## config.mk

```make
export PLATFORM = sky130hd
export DESIGN_NAME = bsg_mem_cmd_link_tx
export DESIGN_NICKNAME = d
export VERILOG_FILES = /design/src/rtl/bsg_mem_link_pkg.sv /design/src/rtl/bsg_flit_piso.sv /design/src/rtl/bsg_mem_cmd_link_tx.sv
export SDC_FILE = /design/constraint.sdc
export NUM_CORES = 1
export LEC_CHECK = 0
export ABC_AREA = 1
export BUFFER_PORTS_ARGS = -buffer_cell sky130_fd_sc_hd__buf_4
export CAP_MARGIN = 5
export CORE_ASPECT_RATIO = 1.5
export CORE_MARGIN = 1
export CORE_UTILIZATION = 49
export CTS_CLUSTER_DIAMETER = 60
export DETAILED_ROUTE_END_ITERATION = 8
export GPL_TIMING_DRIVEN = 0
export PLACE_DENSITY_LB_ADDON = 0.25
export SYNTH_ARGS = -nofsm -noshare
export SYNTH_HDL_FRONTEND = slang
export SYNTH_SLANG_ARGS = --single-unit
```

## constraint.sdc

```tcl
create_clock -name clk_i -period 1.6 [get_ports clk_i]
set_input_delay 0.32 -clock clk_i [delete_from_list [all_inputs] [get_ports clk_i]]
set_output_delay 0.32 -clock clk_i [all_outputs]
set_load 0.02 [all_outputs]
```

## src/rtl/bsg_mem_link_pkg.sv

```systemverilog
// Shared definitions for the memory-command link: BedRock opcodes, the
// serializer state encoding and the header-to-beat-count decode.
package bsg_mem_link_pkg;

    localparam logic [3:0] e_mem_wr    = 4'b0001;
    localparam logic [3:0] e_mem_uc_wr = 4'b0011;

    typedef enum logic [1:0] {
        e_idle = 2'd0,
        e_hdr  = 2'd1,
        e_data = 2'd2
    } link_state_e;

    // Write-data beats carried by a command; size 7 is illegal and is
    // treated as the largest legal transfer so the link never wedges.
    function automatic logic [3:0] mem_cmd_beats(input logic [3:0] opcode,
                                                 input logic [2:0] size);
        if (opcode != e_mem_wr && opcode != e_mem_uc_wr) return 4'd0;
        if (size < 3'd3) return 4'd1;
        if (size == 3'd7) return 4'd8;
        return 4'd1 << (size - 3'd3);
    endfunction

endpackage

```

## src/rtl/bsg_flit_piso.sv

```systemverilog
// Parallel-in/serial-out register: loads a word, presents it one flit at a
// time (low-order first) and flags the last flit; the top is zero-padded.
module bsg_flit_piso #(
    parameter int width_p      = 64,
    parameter int flit_width_p = 32
) (
    input  logic                    clk,
    input  logic                    reset_n,
    input  logic                    load,
    input  logic [width_p-1:0]      data,
    input  logic                    shift,
    output logic [flit_width_p-1:0] flit,
    output logic                    valid,
    output logic                    last
);

    localparam int flits_lp  = (width_p + flit_width_p - 1) / flit_width_p;
    localparam int padded_lp = flits_lp * flit_width_p;
    localparam int cnt_w_lp  = (flits_lp > 1) ? $clog2(flits_lp) : 1;

    logic [padded_lp-1:0] sr;
    logic [cnt_w_lp-1:0]  cnt;

    assign flit = sr[flit_width_p-1:0];
    assign last = (cnt == cnt_w_lp'(flits_lp - 1));

    // NOTE: sequential state uses non-blocking assignments only, so every
    // register samples the pre-edge value of every other register.
    // A load in the same cycle as the final shift wins: that is how the
    // next word follows the previous one with no bubble.
    always_ff @(posedge clk or negedge reset_n) begin
        if (!reset_n) begin
            sr    <= '0;
            cnt   <= '0;
            valid <= 1'b0;
        end else if (load) begin
            sr    <= padded_lp'(data);
            cnt   <= '0;
            valid <= 1'b1;
        end else if (shift && valid) begin
            sr    <= sr >> flit_width_p;
            cnt   <= last ? '0 : cnt + 1'b1;
            valid <= !last;
        end
    end

endmodule

```

## src/rtl/bsg_mem_cmd_link_tx.sv

```systemverilog
// Serializes one mem_cmd header and its write-data beats onto a narrow
// valid/ready link: all header flits first, then beat_flits flits per beat.
module bsg_mem_cmd_link_tx
    import bsg_mem_link_pkg::*;
#(
    parameter int header_width_p = 80,
    parameter int dword_width_p  = 64,
    parameter int flit_width_p   = 32,  // must divide dword_width_p
    parameter int opcode_lsb_p   = 0,
    parameter int size_lsb_p     = 4
) (
    input  logic                      clk_i,
    input  logic                      reset_n_i,
    input  logic [header_width_p-1:0] mem_cmd_header_i,
    input  logic                      mem_cmd_header_v_i,
    output logic                      mem_cmd_header_ready_o,
    input  logic [dword_width_p-1:0]  mem_cmd_data_i,
    input  logic                      mem_cmd_data_v_i,
    output logic                      mem_cmd_data_ready_o,
    output logic [flit_width_p-1:0]   link_data_o,
    output logic                      link_v_o,
    input  logic                      link_ready_i
);

    link_state_e state, state_n;

    logic [3:0]              cmd_beats;
    logic [3:0]              beats_left;
    logic                    has_data;
    logic                    more_beats;
    logic [flit_width_p-1:0] hdr_flit, data_flit;
    logic                    hdr_valid, data_valid;
    logic                    hdr_last, data_last;
    logic                    hdr_hs, data_hs, link_hs;
    logic                    hdr_last_hs, data_last_hs;

    assign cmd_beats = mem_cmd_beats(mem_cmd_header_i[opcode_lsb_p +: 4],
                                     mem_cmd_header_i[size_lsb_p +: 3]);

    assign mem_cmd_header_ready_o = (state == e_idle);
    assign hdr_hs  = mem_cmd_header_v_i && mem_cmd_header_ready_o;

    assign link_v_o = ((state == e_hdr) && hdr_valid)
                   || ((state == e_data) && data_valid);
    assign link_hs  = link_v_o && link_ready_i;

    assign hdr_last_hs  = (state == e_hdr)  && link_hs && hdr_last;
    assign data_last_hs = (state == e_data) && link_hs && data_last;

    // beats_left counts beats not yet taken from the source, so the data
    // window closes exactly when the command's last beat is consumed.
    assign more_beats = (beats_left != 4'd0);
    assign mem_cmd_data_ready_o = ((state == e_data) && more_beats
                                   && (!data_valid || data_last_hs))
                               || (hdr_last_hs && has_data);
    assign data_hs = mem_cmd_data_v_i && mem_cmd_data_ready_o;

    bsg_flit_piso #(
        .width_p      (header_width_p),
        .flit_width_p (flit_width_p)
    ) hdr_piso (
        .clk     (clk_i),
        .reset_n (reset_n_i),
        .load    (hdr_hs),
        .data    (mem_cmd_header_i),
        .shift   ((state == e_hdr) && link_hs),
        .flit    (hdr_flit),
        .valid   (hdr_valid),
        .last    (hdr_last)
    );

    bsg_flit_piso #(
        .width_p      (dword_width_p),
        .flit_width_p (flit_width_p)
    ) data_piso (
        .clk     (clk_i),
        .reset_n (reset_n_i),
        .load    (data_hs),
        .data    (mem_cmd_data_i),
        .shift   ((state == e_data) && link_hs),
        .flit    (data_flit),
        .valid   (data_valid),
        .last    (data_last)
    );

    // NOTE: every always_comb output gets a default before the case so no
    // path leaves it unassigned and no latch is inferred.
    always_comb begin
        state_n = state;
        case (state)
            e_idle:  if (hdr_hs)      state_n = e_hdr;
            e_hdr:   if (hdr_last_hs) state_n = has_data ? e_data : e_idle;
            e_data:  if (data_last_hs && !more_beats) state_n = e_idle;
            default: state_n = e_idle;
        endcase
    end

    always_comb begin
        link_data_o = '0;
        case (state)
            e_hdr:   link_data_o = hdr_flit;
            e_data:  link_data_o = data_flit;
            default: link_data_o = '0;
        endcase
    end

    always_ff @(posedge clk_i or negedge reset_n_i) begin
        if (!reset_n_i) begin
            state      <= e_idle;
            beats_left <= 4'd0;
            has_data   <= 1'b0;
        end else begin
            state <= state_n;
            if (hdr_hs) begin
                beats_left <= cmd_beats;
                has_data   <= (cmd_beats != 4'd0);
            end else if (data_hs) begin
                beats_left <= beats_left - 4'd1;
            end
        end
    end

endmodule

```

=== Yosys cells after proc, flatten, opt, wreduce, memory -nomap -nowiden ===
Index checks and enable logic that the tools add are counted.

* Flip-flop bits (word level): 172
* Output and inout port bits: 35
* Word-level logic and storage cells: 88

* Add/sub/neg operators: 4
* Magnitude comparators: 1
* Equal/unequal tests: 9
* Shifts and indexed selects: 1
* Muxes and demuxes: 34
* Reduce and logical (&&, ||, !) cells: 30

{| class="wikitable"
|+ Operators with widths
! operator !! count
|-
| $mux 96 || 2
|-
| $mux 64 || 2
|-
| $pmux 32 s2 || 1
|-
| $mux 4 || 8
|-
| $logic_and 1x1->1 || 16
|-
| $mux 2 || 7
|-
| $mux 1 || 13
|-
| $reduce_bool 4->1 || 2
|-
| $pmux 2 s3 || 1
|-
| $reduce_bool 2->1 || 3
|-
| $eq 2x2->1 const B || 2
|-
| $logic_not 1->1 || 4
|-
| $ne 2x1->1 const B || 2
|-
| $ne 4x1->1 const B || 1
|-
| $ne 4x2->1 const B || 1
|-
| $shl 1x3->4 const A || 1
|-
| $sub 4x1->4 const B || 1
|-
| $eq 3x3->1 const B || 1
|-
| $logic_or 1x1->1 || 3
|-
| $lt 3x2->1 const B || 1
|-
| $reduce_and 3->1 || 1
|-
| $sub 3x2->3 const B || 1
|-
| $add 2x1->2 const B || 1
|-
| $eq 2x1->1 const B || 1
|-
| 3 further kinds || 3
|}

=== Logic depth before layout (Yosys ltp) ===
* Depth after elaboration: 12
* Mapped depth: 12

=== Cells and area by module ===
Synthesis repeated with hierarchy kept, for this count alone.

* Cells, all modules: 1124
* Area total of the unflattened synthesis: 8325.5 um2

{| class="wikitable"
|+ Modules (own cells, without submodules)
! module !! times used !! cells an instance !! area each (um2) !! sequential area each (um2)
|-
| bsg_flit_piso (hdr_piso) || 1 || 523 || 4050.1 || 2077.0
|-
| bsg_flit_piso (data_piso) || 1 || 392 || 3123.0 || 1651.6
|-
| bsg_mem_cmd_link_tx || 1 || 209 || 1152.4 || 175.2
|}

=== Worst setup path after synthesis ===
Ideal clock, no wire load.

* Kind: register -> register
* Start: reg state[0]
* End: reg data_piso.sr[4]
* Setup time: 0.125 ns
* Arrival time: 1.716 ns
* Data required time: 1.475 ns
* Path slack: -0.241 ns
* Stages on the path, launching flop included: 13
* Path buffers: 3
* Period minus slack after synthesis: 1.841 ns
* Cells stage by stage: dfrtp_1 > inv_1 > ha_1 > buf_4 > nand2_1 > nand2_1 > nand4_1 > nand2_2 > nand2_2 > buf_6 > buf_6 > nand3_1 > nand3_1

* Cells in the longest elaborated chain, start to end: 11
* Elaborated cells between the ends (all ways): 19
* Classes of those cells: eq/ne (2); mux (1); reduce/logical (16)

{| class="wikitable"
|+ RTL lines
! element !! line !! text
|-
| from (decl) || bsg_mem_cmd_link_tx.sv:25 || <nowiki>link_state_e state, state_n;</nowiki>
|-
| from (signal assigned) || bsg_mem_cmd_link_tx.sv:109 || <nowiki>state <= e_idle;</nowiki>
|-
| from (signal assigned) || bsg_mem_cmd_link_tx.sv:113 || <nowiki>state <= state_n;</nowiki>
|-
| $eq 2x1->1 or $eq 2x2->1 (tied branches) || bsg_mem_cmd_link_tx.sv:43, bsg_mem_cmd_link_tx.sv:44 ||
|-
| $logic_and 1x1->1 (on tied branches) || bsg_mem_cmd_link_tx.sv:43, bsg_mem_cmd_link_tx.sv:44 ||
|-
| $logic_or 1x1->1 (*) || bsg_mem_cmd_link_tx.sv:44 || <nowiki>|| ((state == e_data) && data_valid);</nowiki>
|-
| net link_v_o || bsg_mem_cmd_link_tx.sv:21 || <nowiki>output logic link_v_o,</nowiki>
|-
| $logic_and 1x1->1 (*) || bsg_mem_cmd_link_tx.sv:45 || <nowiki>assign link_hs = link_v_o && link_ready_i;</nowiki>
|-
| $logic_and 1x1->1 || bsg_mem_cmd_link_tx.sv:48, bsg_mem_cmd_link_tx.sv:80 ||
|-
| $logic_and 1x1->1 || bsg_mem_cmd_link_tx.sv:48 || <nowiki>assign data_last_hs = (state == e_data) && link_hs && data_last;</nowiki>
|-
| $logic_or 1x1->1 || bsg_mem_cmd_link_tx.sv:54 || <nowiki>&& (!data_valid || data_last_hs))</nowiki>
|-
| $logic_and 1x1->1 || bsg_mem_cmd_link_tx.sv:54 ||
|-
| $logic_or 1x1->1 || bsg_mem_cmd_link_tx.sv:55 || <nowiki>|| (hdr_last_hs && has_data);</nowiki>
|-
| $logic_and 1x1->1 || bsg_mem_cmd_link_tx.sv:56 || <nowiki>assign data_hs = mem_cmd_data_v_i && mem_cmd_data_ready_o;</nowiki>
|-
| $mux 64 or $reduce_bool 2->1 (tied branches) || -- ||
|-
| to (signal assigned) || bsg_flit_piso.sv:37 || <nowiki>sr <= padded_lp'(data);</nowiki>
|-
| to (signal assigned) || bsg_flit_piso.sv:41 || <nowiki>sr <= sr >> flit_width_p;</nowiki>
|-
| to (decl) || bsg_flit_piso.sv:21 || <nowiki>logic [padded_lp-1:0] sr;</nowiki>
|}

Mark *: on every way through the listed nets, which the timed path passes. The rest lies on a longest branch.
A chain may end at the register's enable or synchronous reset.

=== Worst setup path after layout ===
* Start: reg state[0]
* End: reg data_piso.valid

* Cells in the longest elaborated chain, start to end: 11
* Elaborated cells between the ends (all ways): 19
* Classes of those cells: eq/ne (2); mux (1); reduce/logical (16)

{| class="wikitable"
|+ RTL lines
! element !! line !! text
|-
| $eq 2x1->1 or $eq 2x2->1 (tied branches) || -- ||
|-
| $logic_and 1x1->1 (on tied branches) || bsg_mem_cmd_link_tx.sv:43, bsg_mem_cmd_link_tx.sv:44 ||
|-
| $logic_or 1x1->1 || bsg_mem_cmd_link_tx.sv:44 ||
|-
| $logic_and 1x1->1 || bsg_mem_cmd_link_tx.sv:45 ||
|-
| $logic_and 1x1->1 || bsg_mem_cmd_link_tx.sv:48, bsg_mem_cmd_link_tx.sv:80 ||
|-
| $logic_and 1x1->1 || bsg_mem_cmd_link_tx.sv:48 ||
|-
| $logic_or 1x1->1 || bsg_mem_cmd_link_tx.sv:54 ||
|-
| $logic_and 1x1->1 || bsg_mem_cmd_link_tx.sv:54 ||
|-
| $logic_or 1x1->1 || bsg_mem_cmd_link_tx.sv:55 ||
|-
| $logic_and 1x1->1 || bsg_mem_cmd_link_tx.sv:56 ||
|-
| $mux 1 or $reduce_bool 2->1 (tied branches) || -- ||
|-
| to (signal assigned) || bsg_flit_piso.sv:43 || <nowiki>valid <= !last;</nowiki>
|-
| to (decl) || bsg_flit_piso.sv:13 || <nowiki>output logic valid,</nowiki>
|}

Several ways; a longest one is shown, not always the timed one.

==> run metrics <==
First DRT Iteration DRCs=607; setup violators final=191; Vias=8,513; IO Count=184; commonest non-fill, non-tap cells in the layout=183 x nand2_1, 179 x buf_4, 155 x dfrtp_1; H-tree Lvls=4; post-route insts no fill=1,394; Storage cell area=3910 µm²; syn nets=1,083; crit path max fanout=5; Tightest Pin Transition=833 ps; Max-Cap Viols=0; diodes inserted=0; placed instance area=9280 µm²; wire length per cell=23.0 µm; Switching Fraction=42.0%; post-synthesis sequential area ratio=52.2%; Final Wtd Congestion=0.867; global-route wire length before repair=43,600 µm; share of layout cells above drive strength 1=48.4%; Multi-input gate area=4410 µm²; DRC=0; Flop pwr share=31.6%; chip height=153 µm; failing checks=negative setup slack; Global Route Usage Sum=36.9%; Final min period=2280 ps; Arrival @ worst endpoint=2650 ps; Reg clk slew, reported paths=70 ps; startpoint types=flop; area growth from synthesis to final layout=67.1%; IO Port Bufs=182; nets@finish=1,341; Detailed Route WL=32,100 µm; Synth Instances=927; placed wire-length estimate=16,800 µm; Slew Limit Fails=0; Clk pwr share=19.0%; synth warn=0; CTS max path bufs=2; Worst-Skew Late Latency=440 ps; Worst Setup Path Type=reg2reg; Die Wd=103 µm; Core Area=14,700 µm²; First-pass DRT Iterations=6; synthesized cell area=7470 µm²; Clock Skew=15.3 ps; #FFs+latches synth=156; Setup crit end kind=flop; largest net degree at the start of global routing=80; CTS tree=done; internal power=13.0 mW; total grt overflow=0; logic gate share of total power=49.5%; # rows=54; Data required, critical path=1980 ps; TritonCTS Buffers=17; die area=15,800 µm²; max_slew headroom=44.5%; Reg2Reg Setup Slack=-680 ps; Max Clk Rate=439 MHz; total negative setup slack=-81,220 ps; vias in the first global route=8,405; post-route cell area=12,500 µm²; worst setup margin=-679 ps; Synth cell types=22; final period utilization=142%; antenna violations before repair=0; commonest non-fill, non-tap cell in the layout=nand2_1; RSZ-0062 raised after global routing=yes; clock root buffer master=clkbuf_16; placed cell count=1,306; Sink Count=156; Leak=5.81 nW; Syn Area/Cell=8.06 µm²; number of routed nets with antenna violations=0; Starting Density=50.7%; final-report hold violation count=0; status=finished, violations left; number of vias per cell=6.11; path type of the worst min-delay path=in2reg; pwr/cell area=1800 nW/µm²; maximum vdd drop=971 µV; NetSw=9.43 mW; # fillers=733
cells in the mapped netlist:
cell type / n / area share (%)
buf_4: 2 / 0.20
buf_2: 14 / 0.94
a21boi_1: 1 / 0.10
nand2_1: 229 / 12
clkbuf_1: 41 / 2.1
nand3_1: 140 / 9.4
o22ai_1: 27 / 2.3
a22o_1: 17 / 2.0
a32o_1: 5 / 0.67
o21ai_0: 30 / 2.0
nor2_1: 101 / 5.1
nand4_1: 5 / 0.42
xnor2_1: 1 / 0.12
inv_2: 1 / 0.050
xor2_1: 1 / 0.12
nand2_2: 2 / 0.17
inv_1: 63 / 3.2
a21oi_1: 74 / 5.0
ha_1: 7 / 1.2
clkinv_1: 1 / 0.050
buf_6: 9 / 1.4
dfrtp_1: 156 / 52
worst paths after layout:
path,from,endpoint,cells past startpoint
hold reg to reg,hdr_piso.sr[73]$_DFFE_PN0P_,hdr_piso.sr[73]$_DFFE_PN0P_,1
min in group asynchronous,reset_n_i,hdr_piso.sr[49]$_DFFE_PN0P_,2
max in group asynchronous,reset_n_i,data_piso.sr[27]$_DFFE_PN0P_,3
setup reg to reg,state[0]$_DFFE_PN0P_,data_piso.valid$_DFFE_PN0P_,15
hold / removal,mem_cmd_data_i[45],data_piso.sr[45]$_DFFE_PN0P_,3
setup / recovery,state[0]$_DFFE_PN0P_,data_piso.valid$_DFFE_PN0P_,15
worst max-delay path, stage by stage, from the launching register on:
cell and delay, ps:
dfrtp_2 420, inv_4 60, ha_4 170, buf_6 140, nand4_1 120, nand2_2 80, buf_4 140, buf_4 130
buf_4 130, buf_4 130, buf_4 120, buf_4 120, buf_4 130, buf_4 140, buf_6 120, nand2_1 70
cells by family (layout without fill, tap and decap cells):
| group | Yosys count | count (layout) | share of synthesized area [%] |
|---|---|---|---|
| DFF | 156 | 156 | 52.2 |
| buffers and inverters | 131 | 402 | 7.82 |
| AOI/OAI and AO/OA | 154 | 154 | 12.0 |
| adders and majority gates | 7 | 7 | 1.17 |
| xor gates and xnor gates | 2 | 2 | 0.234 |
| and+or+nand+nor | 477 | 477 | 26.5 |
flip-flops by register name (all words and copies together) (netlist names), 2 cells and up:
register	cells
beats_left	4
data_piso.sr	64
hdr_piso.cnt	2
hdr_piso.sr	80
state	2
through the flow:
stage	util [%]	worst slack [ps]	power, mW	hold slack, ps
5_1_grt	84.8	-734	23.3	77.5
2_1_floorplan	-	-126	10.6	24.4
4_1_cts	77.7	-571	19.2	72.3
6_report	84.8	-679	22.4	79.3
3_5_place_dp	63.0	-511	13.0	397
3_3_place_gp	62.8	-577	12.8	477
routing by layer:
layer | wire [µm] | share of wire [%] | vias to the layer above | global-route usage, %
met3 | 2830 | 8.8 | 222 | 7.91
met1 | 10300 | 32 | 4055 | 40.0
met2 | 16100 | 50 | 662 | 63.7
met4 | 2930 | 9.1 | 0 | 23.3
li1 | - | - | 3574 | -
met5 | 0 | 0 | - | 0
timing repair:
action,4_1_cts,5_1_grt
hold buffers,1,0
setup endpoints to repair,191,191
gates cloned,15,4
gates resized for setup,274,228
endpoints found under the hold margin,77,0
setup buffers,30,12
pin swaps,47,20
power by group through the flow:
stage | combinational, mW | clock (mW) | sequential, mW
detailed placement | 6.40 | 0 | 6.62
CTS | 8.35 | 4.19 | 6.69
floorplan | 4.33 | 0 | 6.30
finish | 11.1 | 4.26 | 7.08
global placement | 6.24 | 0 | 6.58
global route | 11.6 | 4.44 | 7.18
area by class of cell:
cell class                 count  area share [%]
sequential                   156            31.3
inverter                      65            2.27
clock buffer                  17            3.41
buffer                        64            5.98
clock inverter                15            1.42
tap                          196            1.96
timing repair buffer         241            18.4
multi-input combinational    640            35.3
Power figures use the tool's default switching activity.
